==> src/rtl/riscv_pipe_pkg.sv <==
// Shared types and constants for the fetch->decode pipeline stage.
package riscv_pipe_pkg;

    localparam int          XLEN      = 32;
    localparam logic [31:0] NOP_INSTR = 32'h0000_0013;  // addi x0,x0,0

    typedef struct packed {
        logic [XLEN-1:0] instr;
        logic [XLEN-1:0] pc;
        logic [XLEN-1:0] pc4;
    } if_id_payload_t;

    // EMPTY: nothing held, FULL: main slot valid, SKID: main and skid slots valid
    typedef enum logic [1:0] {
        EMPTY = 2'd0,
        FULL  = 2'd1,
        SKID  = 2'd2
    } if_id_state_e;

endpackage

==> src/rtl/pipe_payload_slot.sv <==
// One payload register of the IF/ID stage. Reset and clear both load the
// bubble value; clear wins over load so a flush always empties the slot.
module pipe_payload_slot #(
    parameter int           W      = 96,
    parameter logic [W-1:0] BUBBLE = '0
) (
    input  logic         clk_i,
    input  logic         rst_ni,
    input  logic         load_i,
    input  logic         clear_i,
    input  logic [W-1:0] d_i,
    output logic [W-1:0] q_o
);

    logic [W-1:0] slot_q;

    // Payload changes only on reset, clear or load; otherwise it holds.
    always_ff @(posedge clk_i or negedge rst_ni) begin
        if (!rst_ni)      slot_q <= BUBBLE;
        else if (clear_i) slot_q <= BUBBLE;
        else if (load_i)  slot_q <= d_i;
    end

    assign q_o = slot_q;

endmodule

==> src/rtl/if_id_pipe_stage.sv <==
// Fetch->decode pipeline stage with valid/ready handshake, flush and a
// 2-entry (main + skid) buffer. in_ready comes straight from a flop so a
// decode stall never reaches fetch combinationally.
// Optional feature macro: IF_ID_NOP_BUBBLE_EN (instrD shows NOP_INSTR as bubble).
module if_id_pipe_stage
    import riscv_pipe_pkg::*;
#(
    parameter int              XLEN      = riscv_pipe_pkg::XLEN,
    parameter logic [XLEN-1:0] NOP_INSTR = XLEN'(riscv_pipe_pkg::NOP_INSTR)
) (
    input  logic            clk,
    input  logic            rst,
    input  logic            flush,
    input  logic            in_valid,
    output logic            in_ready,
    input  logic [XLEN-1:0] instrF,
    input  logic [XLEN-1:0] PCF,
    input  logic [XLEN-1:0] PCPlus4F,
    output logic            out_valid,
    input  logic            out_ready,
    output logic [XLEN-1:0] instrD,
    output logic [XLEN-1:0] PCD,
    output logic [XLEN-1:0] PCPlus4D
);

    localparam int PW = 3 * XLEN;

`ifdef IF_ID_NOP_BUBBLE_EN
    localparam bit BUBBLE_EN = 1'b1;
`else
    localparam bit BUBBLE_EN = 1'b0;
`endif

    // Bubble payload: instr field may be NOP, PC fields always clear to 0.
    localparam logic [XLEN-1:0] BUBBLE_INSTR = BUBBLE_EN ? NOP_INSTR : '0;
    localparam logic [PW-1:0]   BUBBLE       = {BUBBLE_INSTR, {(2*XLEN){1'b0}}};

    if_id_state_e  state_q, state_d;
    logic          in_ready_q, in_ready_d;
    logic          accept, issue;
    logic          load_main, load_skid;
    logic [PW-1:0] in_payload, main_d, main_q, skid_q;

    assign accept     = in_valid & in_ready_q;
    assign out_valid  = (state_q != EMPTY);
    assign issue      = out_valid & out_ready;
    assign in_ready   = in_ready_q;
    assign in_payload = {instrF, PCF, PCPlus4F};
    // Main refills from skid when draining SKID, otherwise from fetch.
    assign main_d     = (state_q == SKID) ? skid_q : in_payload;

    // State and registered in_ready.
    always_ff @(posedge clk or negedge rst) begin
        if (!rst) begin
            state_q    <= EMPTY;
            in_ready_q <= 1'b1;
        end else begin
            state_q    <= state_d;
            in_ready_q <= in_ready_d;
        end
    end

    // Next state and slot load strobes; flush overrides everything.
    always_comb begin
        state_d   = state_q;
        load_main = 1'b0;
        load_skid = 1'b0;
        case (state_q)
            EMPTY: begin
                if (accept) begin
                    load_main = 1'b1;
                    state_d   = FULL;
                end
            end
            FULL: begin
                if (issue && accept) begin
                    load_main = 1'b1;
                end else if (issue) begin
                    state_d   = EMPTY;
                end else if (accept) begin
                    load_skid = 1'b1;
                    state_d   = SKID;
                end
            end
            SKID: begin
                if (issue) begin
                    load_main = 1'b1;
                    state_d   = FULL;
                end
            end
            default: state_d = EMPTY;
        endcase
        if (flush) begin
            state_d   = EMPTY;
            load_main = 1'b0;
            load_skid = 1'b0;
        end
        in_ready_d = (state_d != SKID);
    end

    pipe_payload_slot #(.W(PW), .BUBBLE(BUBBLE)) u_main (
        .clk_i   (clk),
        .rst_ni  (rst),
        .load_i  (load_main),
        .clear_i (flush),
        .d_i     (main_d),
        .q_o     (main_q)
    );

    pipe_payload_slot #(.W(PW), .BUBBLE(BUBBLE)) u_skid (
        .clk_i   (clk),
        .rst_ni  (rst),
        .load_i  (load_skid),
        .clear_i (flush),
        .d_i     (in_payload),
        .q_o     (skid_q)
    );

`ifdef IF_ID_NOP_BUBBLE_EN
    // Legacy decode ignoring out_valid sees a NOP whenever the stage is empty.
    assign instrD = out_valid ? main_q[PW-1 -: XLEN] : NOP_INSTR;
`else
    assign instrD = main_q[PW-1 -: XLEN];
`endif
    assign PCD      = main_q[2*XLEN-1 -: XLEN];
    assign PCPlus4D = main_q[XLEN-1:0];

endmodule

==> config.mk <==
export PLATFORM = sky130hd
export DESIGN_NAME = if_id_pipe_stage
export DESIGN_NICKNAME = d
export VERILOG_FILES = /design/src/rtl/riscv_pipe_pkg.sv /design/src/rtl/pipe_payload_slot.sv /design/src/rtl/if_id_pipe_stage.sv
export SDC_FILE = /design/constraint.sdc
export NUM_CORES = 1
export LEC_CHECK = 0
export CAP_MARGIN = 40
export CORE_MARGIN = 5
export CORE_UTILIZATION = 44
export CTS_BUF_LIST = sky130_fd_sc_hd__clkbuf_16
export DETAILED_ROUTE_END_ITERATION = 10
export GPL_TIMING_DRIVEN = 0
export PLACE_DENSITY = 0.76
export SLEW_MARGIN = 10
export SYNTH_ARGS = -nofsm -noshare
export SYNTH_HDL_FRONTEND = slang
export SYNTH_SLANG_ARGS = --single-unit
==> constraint.sdc <==
create_clock -name clk -period 1.65 [get_ports clk]
set_input_delay 0.33 -clock clk [delete_from_list [all_inputs] [get_ports clk]]
set_output_delay 0.33 -clock clk [all_outputs]
set_load 0.02 [all_outputs]
==> summary.txt <==
Detailed routing
  – Routed via count: 5751
  – Vias/cell: 5.61
  – Number of remaining DRC errors: 0
  – 1st-iter DRT viols: ~240
  – Detail Route Antenna Nets: 0
  – Final wirelength: 21500 um
  – Drt wl/cell: ~21 um
  – Router iterations before antenna repair: 4

Timing
  – RSZ-0062 raised after global routing: yes
  – Final Hold Viols: 0
  – Least-Margin Pin Slew: 549 ps
  – Worst clock skew: 7.91 ps
  – Post-route clock period utilization: 1.05
  – Slew HR: 0.634
  – # setup viols final: 128
  – Highest Clock Rate: 577 MHz
  – Max-slew violation count: 0
  – Final min period: 1730 ps
  – Final setup margin: -82.4 ps

Global routing
  – Global-route wire length before repair: 34200 um
  – Initial antenna violation count: 1
  – Largest net degree at the start of global routing: 100
  – Global route total overflow: 0
  – Total Routing Usage GR: 0.210
  – Vias in the first global route: 6343

Finish
  – Final Non-Filler Cells: around 1000
  – Nets@finish: 884
  – Layout Utilization: 0.631
  – Diode count: 0
  – Area Growth Syn to Fin: 42.7%
  – Layout cell share with drive strength beyond 1: 0.170

Synth
  – Post-Synthesis Cells: 554
  – Top-area cell type share of the netlist area: 0.615
  – Ys async rst share: 1.00
  – Top post-synthesis cells by area: dfrtp_1, mux2i_1, a22o_1
  – Unique cell type count in the Yosys netlist: 21
  – Syn Area/Cell: 14.3 sq um
  – Post-synthesis sequential area ratio: 0.618
  – Top cells by count, synth: dfrtp_1, a22o_1, mux2i_1, o2bb2ai_1, buf_2
  – EDFF count, synth: 0
  – Post-synth top area cell: dfrtp_1
  – FF+latch count, synth: about 200
  – Most common cell in the netlist: dfrtp_1
  – Syn_nets: between 600 and 700
  – Cell Area, Synth: between 7000 and 8000 sq um
  – Commonest register cell after synthesis: dfrtp_1
  – Synth warn: 0

Die
  – Starting Density: 0.443
  – Core area: 17800 sq um
  – I/O Pins: 199
  – Die ar.: 20700 sq um
  – Die W: 144 um
  – Die Span Y: 144 um
  – Row count: 49

Setup path
  – CP max-delay cell: dfstp_2
  – Largest delay share family, worst path: flip-flops
  – Worst Path Arrival: around 2000 ps
  – Crit end category: flop
  – CP peak stage delay: about 550 ps
  – CP max FO: 8
  – FF-to-FF setup slack: -80 ps
  – Buf+Inv Stages, Crit Path: 2
  – Worst path required time: just under 2000 ps
  – Cells along the critical path: nand4b_1 > nor2_2 > nor2_4 > buf_8 > buf_4 > a22o_1
  – Worst setup SP type: flop
  – Crit path kind: reg2reg

CTS
  – CTS tree: done
  – CTS sink cnt: roughly 200
  – CTS max path bufs: 2
  – Total CTS buffers: 17
  – Reg clk slew, reported paths: around 70 ps
  – Clk Latency, worst-skew pair: 430 ps
  – Clk root buf: clkbuf_16
  – H-tree depth: 4

Placed design
  – PortBufs: between 150 and 200
  – Final GP Congestion: 0.813
  – Detail Placement HPWL: 15000 um
  – Dpl cells: 981

Power
  – Pwr dens: 986 nW/um^2
  – Leak Pwr: roughly 6.0 nW
  – Worst VDD drop: about 0.73 mV

Flow run
  – Maxcap violations: 0

Min path
  – Min-Delay Path Class: in2reg

Status
  – Run status: complete, but fails checks
  – Failing checks: negative setup slack
## flip-flops by register name, summed over array words and instances (netlist names)
name,cells
u_main.q_o,96
u_skid.q_o,96
state_q,2
in_ready,1
## final timing paths
kind                                     start        endpoint  cells past startpoint
worst max-delay path                  in_ready  u_skid.q_o[75]                      6
worst min register to register  u_main.q_o[10]  u_main.q_o[10]                      1
worst max register to register        in_ready  u_skid.q_o[75]                      6
min in group asynchronous                  rst   u_skid.q_o[8]                      2
max in group asynchronous                  rst  u_main.q_o[29]                      3
worst min-delay path                     flush      state_q[0]                      2
## metrics by stage
step           total power [mW]  TNS [ps]  setup WS, ps  cell area, sq um  hold WS, ps
5_1_grt                    11.6    -18700          -172             11300          332
3_3_place_gp               6.78  -1541490         -7310             10200          472
4_1_cts                    11.2     -8580          -105             11200          314
3_5_place_dp               6.82   -129880          -801             10200          398
2_1_floorplan              5.89         0          7.45              7900         34.4
6_report                   11.1     -4920         -82.4             11300          335
## layer usage
metal | up-vias | wire [um] | global-route usage
met5 | - | 13 | 0
met1 | 2916 | 9130 | 0.279
li1 | 2611 | - | -
met2 | 187 | 10300 | 0.336
met4 | 2 | 402 | 0.0669
met3 | 35 | 1650 | 0.0586
## logic make-up (layout without fill, tap and decap cells)
| group | after synthesis | in the layout | synth area share |
|---|---|---|---|
| AOI/OAI and AO/OA | 195 | 195 | 0.217 |
| DFF | 195 | 195 | 0.618 |
| muxes | 96 | 96 | 0.122 |
| buffers and inverters | 56 | 298 | 0.0334 |
| and+or+nand+nor | 11 | 11 | 0.00824 |
| xor gates and xnor gates | 1 | 1 | 0.00111 |
## cells in the final DEF (no fill, tap or decap), types with 2 or more instances in the layout
cell type | Yosys | routed
clkbuf_4 | 0 | 5
inv_1 | 3 | 3
clkinv_4 | 0 | 2
buf_8 | 0 | 7
buf_4 | 6 | 20
inv_8 | 0 | 2
nor2_4 | 0 | 2
clkbuf_8 | 0 | 6
o2bb2ai_2 | 0 | 28
buf_6 | 0 | 16
o2bb2ai_1 | 96 | 68
dfrtp_1 | 194 | 194
clkdlybuf4s50_1 | 0 | 98
mux2i_1 | 96 | 96
clkbuf_16 | 0 | 17
bufinv_16 | 0 | 3
buf_2 | 25 | 8
inv_6 | 0 | 5
dlygate4sd2_1 | 0 | 97
a22o_1 | 96 | 96
clkbuf_2 | 0 | 2
clkinvlp_4 | 0 | 2
## layout make-up
| class | count | area, sq um |
|---|---|---|
| Buffer | 52 | 493 |
| Clock buffer | 17 | 425 |
| Clock inverter | 15 | 193 |
| Fill cell | 1351 | 6580 |
| Inverter | 3 | 11.3 |
| Multi-Input combinational cell | 303 | 2970 |
| Sequential cell | 195 | 4880 |
| Tap cell | 229 | 287 |
| Timing Repair Buffer | 211 | 2000 |
## worst reg2reg max path: stages (launching register included)
cell and delay (ps):
dfstp_2 550, nand4b_1 210, nor2_2 200, nor2_4 100, buf_8 190, buf_4 150
a22o_1 230
## power breakdown
| part | leakage (nW) | internal (mW) | total [mW] | switching [mW] |
|---|---|---|---|---|
| clock network | 0.297 | 2.43 | 4.32 | 1.89 |
| logic | 3.02 | 0.744 | 1.63 | 0.884 |
| registers | 2.66 | 5.01 | 5.16 | 0.147 |
| total | 5.97 | 8.18 | 11.1 | 2.92 |
## timing repair
action,4_1_cts,5_1_grt
pin swaps,9,9
endpoints found under the hold margin,98,0
buffers inserted,9,2
hold buffers,1,0
gates cloned,1,0
resized for setup,211,34
endpoints found under the setup margin,291,202
Note: power is estimated with default switching activity, not from simulation.
